<file path="src/rtl/rob_pkg.sv">
// Shared types for the reorder buffer: entry kinds and the per-entry record.
// Pure declarations, no logic.
package rob_pkg;

    localparam int ROB_TAG_W = 4;

    typedef enum logic [1:0] {
        ROB_ALU    = 2'd0,
        ROB_BRANCH = 2'd1,
        ROB_STORE  = 2'd2
    } rob_kind_t;

    typedef struct packed {
        logic        busy;
        logic        done;
        rob_kind_t   kind;
        logic [4:0]  rd;
        logic [31:0] val;
        logic        pred;
        logic        taken;
        logic [31:0] alt_pc;
    } rob_entry_t;

endpackage

</file>
<file path="src/rtl/rob_ring_ptr.sv">
// Head/tail/count bookkeeping for a power-of-two ring; pointers wrap naturally.
// Updates only when en_i is high; clr_i zeroes everything and wins over push/pop.
module rob_ring_ptr #(
    parameter int PW = 4
) (
    input  logic          clk_i,
    input  logic          rst_n_i,
    input  logic          en_i,
    input  logic          clr_i,
    input  logic          push_i,
    input  logic          pop_i,
    output logic [PW-1:0] head_o,
    output logic [PW-1:0] tail_o,
    output logic          full_o,
    output logic          empty_o
);

    logic [PW-1:0] head_q, head_d, tail_q, tail_d;
    logic [PW:0]   count_q, count_d;

    always_comb begin
        head_d  = head_q;
        tail_d  = tail_q;
        count_d = count_q;
        if (clr_i) begin
            head_d  = '0;
            tail_d  = '0;
            count_d = '0;
        end else begin
            if (push_i) tail_d = tail_q + PW'(1);
            if (pop_i)  head_d = head_q + PW'(1);
            if (push_i && !pop_i)      count_d = count_q + (PW+1)'(1);
            else if (!push_i && pop_i) count_d = count_q - (PW+1)'(1);
        end
    end

    always_ff @(posedge clk_i) begin
        if (!rst_n_i) begin
            head_q  <= '0;
            tail_q  <= '0;
            count_q <= '0;
        end else if (en_i) begin
            head_q  <= head_d;
            tail_q  <= tail_d;
            count_q <= count_d;
        end
    end

    assign head_o  = head_q;
    assign tail_o  = tail_q;
    // count never exceeds 2^PW, so its MSB alone marks full
    assign full_o  = count_q[PW];
    assign empty_o = (count_q == '0);

endmodule

</file>
<file path="src/rtl/reorder_buffer.sv">
// Circular reorder buffer: tag allocation, CDB completion, in-order commit with registered pulses (1 cycle after head done).
// rdy_in low freezes all state and masks pulses; define ROB_CDB_BYPASS_EN for same-cycle CDB forwarding on query ports.
module reorder_buffer
    import rob_pkg::*;
#(
    parameter int DEPTH_LOG = 4
) (
    input  logic                 clk_in,
    input  logic                 rst_in,
    input  logic                 rdy_in,
    input  logic                 issue_valid,
    input  logic [4:0]           issue_rd,
    input  logic [1:0]           issue_kind,
    input  logic                 issue_pred_taken,
    input  logic [31:0]          issue_alt_pc,
    output logic [DEPTH_LOG-1:0] issue_tag,
    output logic                 full,
    input  logic                 cdb_valid,
    input  logic [DEPTH_LOG-1:0] cdb_tag,
    input  logic [31:0]          cdb_val,
    input  logic                 cdb_taken,
    input  logic [DEPTH_LOG-1:0] query_tag_1,
    input  logic [DEPTH_LOG-1:0] query_tag_2,
    output logic                 query_ready_1,
    output logic                 query_ready_2,
    output logic [31:0]          query_val_1,
    output logic [31:0]          query_val_2,
    output logic [4:0]           commit_reg,
    output logic [31:0]          commit_val,
    output logic [4:0]           commit_q_reg,
    output logic [31:0]          commit_q_tag,
    output logic                 store_commit,
    output logic                 rob_clear,
    output logic [31:0]          clear_pc
);

    localparam int DEPTH = 1 << DEPTH_LOG;

    rob_entry_t ent_q [DEPTH];
    rob_entry_t ent_d [DEPTH];

    logic [DEPTH_LOG-1:0] head, tail;
    logic                 empty;
    logic                 commit_fire, issue_ok, cdb_ok;
    rob_entry_t           head_ent;

    logic [4:0]           creg_q, creg_d;
    logic [31:0]          cval_q, cval_d, cpc_q, cpc_d;
    logic [DEPTH_LOG-1:0] qtag_q, qtag_d;
    logic                 st_q, st_d, clr_q, clr_d;

    // clr_q is both the visible flush pulse and the pending wipe for this cycle
    assign head_ent    = ent_q[head];
    assign commit_fire = !clr_q && !empty && head_ent.busy && head_ent.done;
    assign issue_ok    = issue_valid && !full && !clr_q;
    assign cdb_ok      = cdb_valid && !clr_q;

    rob_ring_ptr #(.PW(DEPTH_LOG)) u_ptr (
        .clk_i   (clk_in),
        .rst_n_i (rst_in),
        .en_i    (rdy_in),
        .clr_i   (clr_q),
        .push_i  (issue_ok),
        .pop_i   (commit_fire),
        .head_o  (head),
        .tail_o  (tail),
        .full_o  (full),
        .empty_o (empty)
    );

    always_comb begin
        ent_d = ent_q;
        if (clr_q) begin
            for (int i = 0; i < DEPTH; i++) begin
                ent_d[i].busy = 1'b0;
                ent_d[i].done = 1'b0;
            end
        end else begin
            if (commit_fire) begin
                ent_d[head].busy = 1'b0;
                ent_d[head].done = 1'b0;
            end
            if (cdb_ok && ent_q[cdb_tag].busy) begin
                ent_d[cdb_tag].done = 1'b1;
                if (ent_q[cdb_tag].kind == ROB_BRANCH) ent_d[cdb_tag].taken = cdb_taken;
                else                                   ent_d[cdb_tag].val   = cdb_val;
            end
            if (issue_ok) begin
                ent_d[tail] = '{busy: 1'b1, done: 1'b0, kind: rob_kind_t'(issue_kind),
                                rd: issue_rd, val: 32'd0, pred: issue_pred_taken,
                                taken: 1'b0, alt_pc: issue_alt_pc};
            end
        end
    end

    always_comb begin
        creg_d = '0;
        cval_d = '0;
        qtag_d = '0;
        st_d   = 1'b0;
        clr_d  = 1'b0;
        cpc_d  = '0;
        if (commit_fire) begin
            case (head_ent.kind)
                ROB_ALU: begin
                    creg_d = head_ent.rd;
                    cval_d = head_ent.val;
                    qtag_d = head;
                end
                ROB_STORE: st_d = 1'b1;
                ROB_BRANCH: begin
                    if (head_ent.taken != head_ent.pred) begin
                        clr_d = 1'b1;
                        cpc_d = head_ent.alt_pc;
                    end
                end
                default: ;
            endcase
        end
    end

    always_ff @(posedge clk_in) begin
        if (!rst_in) begin
            for (int i = 0; i < DEPTH; i++) ent_q[i] <= '0;
            creg_q <= '0;
            cval_q <= '0;
            qtag_q <= '0;
            st_q   <= 1'b0;
            clr_q  <= 1'b0;
            cpc_q  <= '0;
        end else if (rdy_in) begin
            ent_q  <= ent_d;
            creg_q <= creg_d;
            cval_q <= cval_d;
            qtag_q <= qtag_d;
            st_q   <= st_d;
            clr_q  <= clr_d;
            cpc_q  <= cpc_d;
        end
    end

    // a held pulse is shown exactly once, in the first cycle rdy_in is high again
    assign commit_reg   = rdy_in ? creg_q : '0;
    assign commit_q_reg = commit_reg;
    assign commit_val   = rdy_in ? cval_q : '0;
    assign commit_q_tag = rdy_in ? {{(32-DEPTH_LOG){1'b0}}, qtag_q} : '0;
    assign store_commit = rdy_in & st_q;
    assign rob_clear    = rdy_in & clr_q;
    assign clear_pc     = rdy_in ? cpc_q : '0;
    assign issue_tag    = tail;

    logic byp_1, byp_2, st_rdy_1, st_rdy_2;
`ifdef ROB_CDB_BYPASS_EN
    assign byp_1 = cdb_valid && (cdb_tag == query_tag_1);
    assign byp_2 = cdb_valid && (cdb_tag == query_tag_2);
`else
    assign byp_1 = 1'b0;
    assign byp_2 = 1'b0;
`endif
    assign st_rdy_1      = ent_q[query_tag_1].busy && ent_q[query_tag_1].done;
    assign st_rdy_2      = ent_q[query_tag_2].busy && ent_q[query_tag_2].done;
    assign query_ready_1 = byp_1 || st_rdy_1;
    assign query_ready_2 = byp_2 || st_rdy_2;
    assign query_val_1   = byp_1 ? cdb_val : (st_rdy_1 ? ent_q[query_tag_1].val : '0);
    assign query_val_2   = byp_2 ? cdb_val : (st_rdy_2 ? ent_q[query_tag_2].val : '0);

endmodule

</file>
<file path="config.mk">
export PLATFORM = sky130hd
export DESIGN_NAME = reorder_buffer
export DESIGN_NICKNAME = d
export VERILOG_FILES = /design/src/rtl/rob_pkg.sv /design/src/rtl/rob_ring_ptr.sv /design/src/rtl/reorder_buffer.sv
export SDC_FILE = /design/constraint.sdc
export NUM_CORES = 2
export LEC_CHECK = 0
export BUFFER_PORTS_ARGS = -buffer_cell sky130_fd_sc_hd__buf_2
export CAP_MARGIN = 15
export CORE_ASPECT_RATIO = 0.8
export CORE_UTILIZATION = 48
export DETAILED_ROUTE_END_ITERATION = 16
export GPL_TIMING_DRIVEN = 0
export PLACE_DENSITY_LB_ADDON = 0.12
export SLEW_MARGIN = 20
export SYNTH_ARGS = -nofsm -noshare
export SYNTH_HDL_FRONTEND = slang
export SYNTH_HIERARCHICAL = 1
export SYNTH_SLANG_ARGS = --single-unit
</file>
<file path="constraint.sdc">
create_clock -name clk_in -period 5.98 [get_ports clk_in]
set_clock_uncertainty 0.05 [all_clocks]
set_input_delay 0.299 -clock clk_in [delete_from_list [all_inputs] [get_ports clk_in]]
set_output_delay 0.299 -clock clk_in [all_outputs]
set_load 0.03 [all_outputs]
</file>
==> out/qor.yml <==
die:
  ioPinCount: 269
  initial_core_util: 0.486
  rows: 118
  core-area_mm2: 0.130
  die_h_um: 327
  die_w_um: 408
  dieArea_mm2: 0.133
setup_path:
  cp-end-kind: "flip-flop"
  path_class: "reg2reg"
  path_cells: "buf_4 > buf_2 > buf_2 > buf_2 > buf_2 > buf_2 > mux4_2 > mux4_2 > inv_1 > o21ai_0"
  critPathMaxFanout: 10
  cpPeakStageDelay_ps: 690
  startpoint_type: "flip-flop"
  crit_top_cell: "buf_2"
  crit_arrival_ps: 5660
  critical_path_required_ps: 6580
  cp_slowest_cell: "buf_2"
power_and_ir_drop:
  peakVddDrop_uv: 305
  p_sw_w: 0.00508
  power_density_mw_per_mm2: 265
  p_int_w: 0.0142
  power_w: 0.0193
  p_clk_frac: 0.475
  combinationalPowerShare: 0.076
  p_sw_frac: 0.263
  p_leak_nw: 24.4
  pwr-share-seq: 0.448
clocking:
  clock_latency_ps: 820
  ctsHtreeMaxLevel: 4
  clk_path_buf_depth: 3
  post_cts_buffers: 0
  cts_tree: "built"
  cts_root_buffer: "clkbuf_16"
  numCtsBuffers: 136
  clkSlewWorstSetupHoldPaths_ps: 60
  cts_resized: 0
  clock_sinks: 1288
timing:
  worst_pin_slew_ps: 1350
  fin_hold_ws_ps: 81.5
  timing.final.crit_share: 0.846
  finalSetupViolCount: 0
  finalHoldViolations: 0
  slew_violations: 0
  fmax_ghz: 0.198
  setup_tns_ps: 0
  setup_slack_ps: 922
  grt_setup_unrepaired: "false"
  period_minus_slack_ps: 5060
  slew_headroom: 0.0989
place:
  dp_worst_setup_slack_ps: 1240
  portBuffers: 191
  dp_hpwl_um: 226000
  gp_congestion: 1.05
  dp.cells: 8234
yosys:
  synth_cells: 6257
  synth_async_sr_flop_share: 0
  syn_avg_cell_area_um2: 10.1
  syn_area_mm2: 0.0632
  synth-edff-count: 0
  ys.flop_type: "dfxtp_1"
  synth_top_area_share: 0.408
  synth.most_common_cell: "nand2_1"
  synth_area_leaders: "dfxtp_1 41%, mux4_2 25%, nand2_1 8.7%"
  ys_top_cells_by_count: "1,470 x nand2_1, 1,288 x dfxtp_1, 703 x mux4_2, 664 x a21oi_1, 535 x clkbuf_1"
  synth_seq_cells: 1288
  yosysUniqueCellTypes: 79
  yosysWarnings: 6
  ys_seq_area_frac: 0.408
  yosysTopAreaCell: "dfxtp_1"
route:
  viasPerCell: 6.96
  route.detailed.drc: 0
  vias: 59700
  routed_wl_um: 309000
  drtPass1Iterations: 14
  ant_nets: 0
  drtIter0Drc: 10700
  wl_per_cell_um: 35.9
final_layout:
  area_growth_pct: 14.8
  final_nets: 6805
  fin_cells: 8583
  drive_above_1_share: 0.210
global_route:
  grt_max_degree: 17
  grt_first_pass_wirelength_um: 422000
  grtUsageTotal: 0.452
  grt_pass1_vias: 53400
  antenna_found_initial: 23
  overflow: 0
run:
  maxCapViolations: 0
run_status:
  status: "finished clean"
worst_hold_path:
  hold_path_class: "in2reg"
[per-stage QoR]
stage | util | instance area [um^2]
floorplan | - | 63300
global placement | 0.511 | 66500
detailed placement | 0.515 | 67000
CTS | 0.557 | 72500
global route | 0.557 | 72500
finish | 0.558 | 72600
[layout make-up]
class	count	area (um^2)
clock inverter	52	767
tap	1740	2180
timing repair buffer	286	2140
fill	11400	57500
buffer	725	3180
multi-input combinational	4178	34200
antenna	28	70.1
clock buffer	193	3930
inverter	93	349
sequential	1288	25800
[cell usage in the layout (no fill, tap or decap), types with 8 or more instances in the layout]
cell / instances
inv_1: 92
nor3_1: 12
nand4_1: 13
nor2_1: 187
and2_1: 83
a31oi_1: 8
o21ai_0: 99
buf_2: 329
bufinv_16: 14
a32oi_1: 131
clkbuf_2: 75
clkbuf_16: 137
o2111ai_1: 9
nand3_1: 58
a21oi_1: 663
o21ai_1: 8
o2bb2ai_1: 97
nand2_1: 1469
a22o_1: 163
nand2b_1: 12
o21a_1: 39
buf_4: 45
clkbuf_8: 29
diode_2: 28
nor3b_1: 35
and3_1: 42
clkinv_2: 21
dfxtp_1: 1288
buf_16: 11
nor2b_1: 87
mux4_2: 703
a32o_1: 111
clkbuf_1: 488
dlygate4sd3_1: 76
conb_1: 28
[cells by family after synthesis]
logic type	after synthesis	synth area share
muxes	709	0.251
buffers and inverters	818	0.0540
and+or+nand+nor	2046	0.137
AOI/OAI and AO/OA	1385	0.148
xor gates and xnor gates	3	0.000416
DFF	1288	0.408
adders and majority gates	7	0.00150
other	1	0.0000593
[routing by layer]
metal | GRT usage | vias up | routed length [um]
li1 | - | 23800 | -
met1 | 0.631 | 29600 | 121000
met2 | 0.572 | 5424 | 116000
met3 | 0.240 | 870 | 57200
met4 | 0.181 | 30 | 14300
met5 | 0.0204 | - | 552
[worst max-delay path: cells and delay by family, from the launching register on]
kind	cells	cell delay, ps
buffers and inverters	7	3420
multiplexers	2	890
flip-flops	1	410
AO/OA/AOI/OAI	1	110
[what timing repair did]
item,in CTS,in global routing
hold buffers,76,0
setup endpoints to repair,0,0
hold endpoints to repair,385,0
[path summary, 6_finish.rpt]
| kind | start | end | slack [ps] | cells after the start |
|---|---|---|---|---|
| hold / removal | rdy_in | ent_q[223]$_SDFFE_PN0P_ | 80 | 4 |
| setup reg to reg | u_ptr/head_o[0]$_SDFFE_PN0P_ | cval_q[13]$_SDFFE_PN0P_ | 920 | 10 |
| hold reg to reg | cpc_q[29]$_SDFFE_PN0P_ | cpc_q[29]$_SDFFE_PN0P_ | 390 | 2 |
| setup / recovery | u_ptr/head_o[0]$_SDFFE_PN0P_ | cval_q[13]$_SDFFE_PN0P_ | 920 | 10 |
[state kept, by name, summed over array words and instances (netlist names)]
name,cells
clr_q,1
cpc_q,32
ent_q,1200
cval_q,32
qtag_q,4
creg_q,5
u_ptr/head_o,4
st_q,1
u_ptr/count_q,5
u_ptr/tail_o,4
[power by group through the flow]
stage	Combinational (W)	Sequential [W]	Clock [W]
2_1_floorplan	0.000678	0.00882	0
3_3_place_gp	0.00128	0.00883	0
3_5_place_dp	0.00132	0.00883	0
4_1_cts	0.00137	0.00863	0.00911
5_1_grt	0.00146	0.00863	0.00945
6_report	0.00147	0.00864	0.00916
Power figures use the tool's default switching activity.
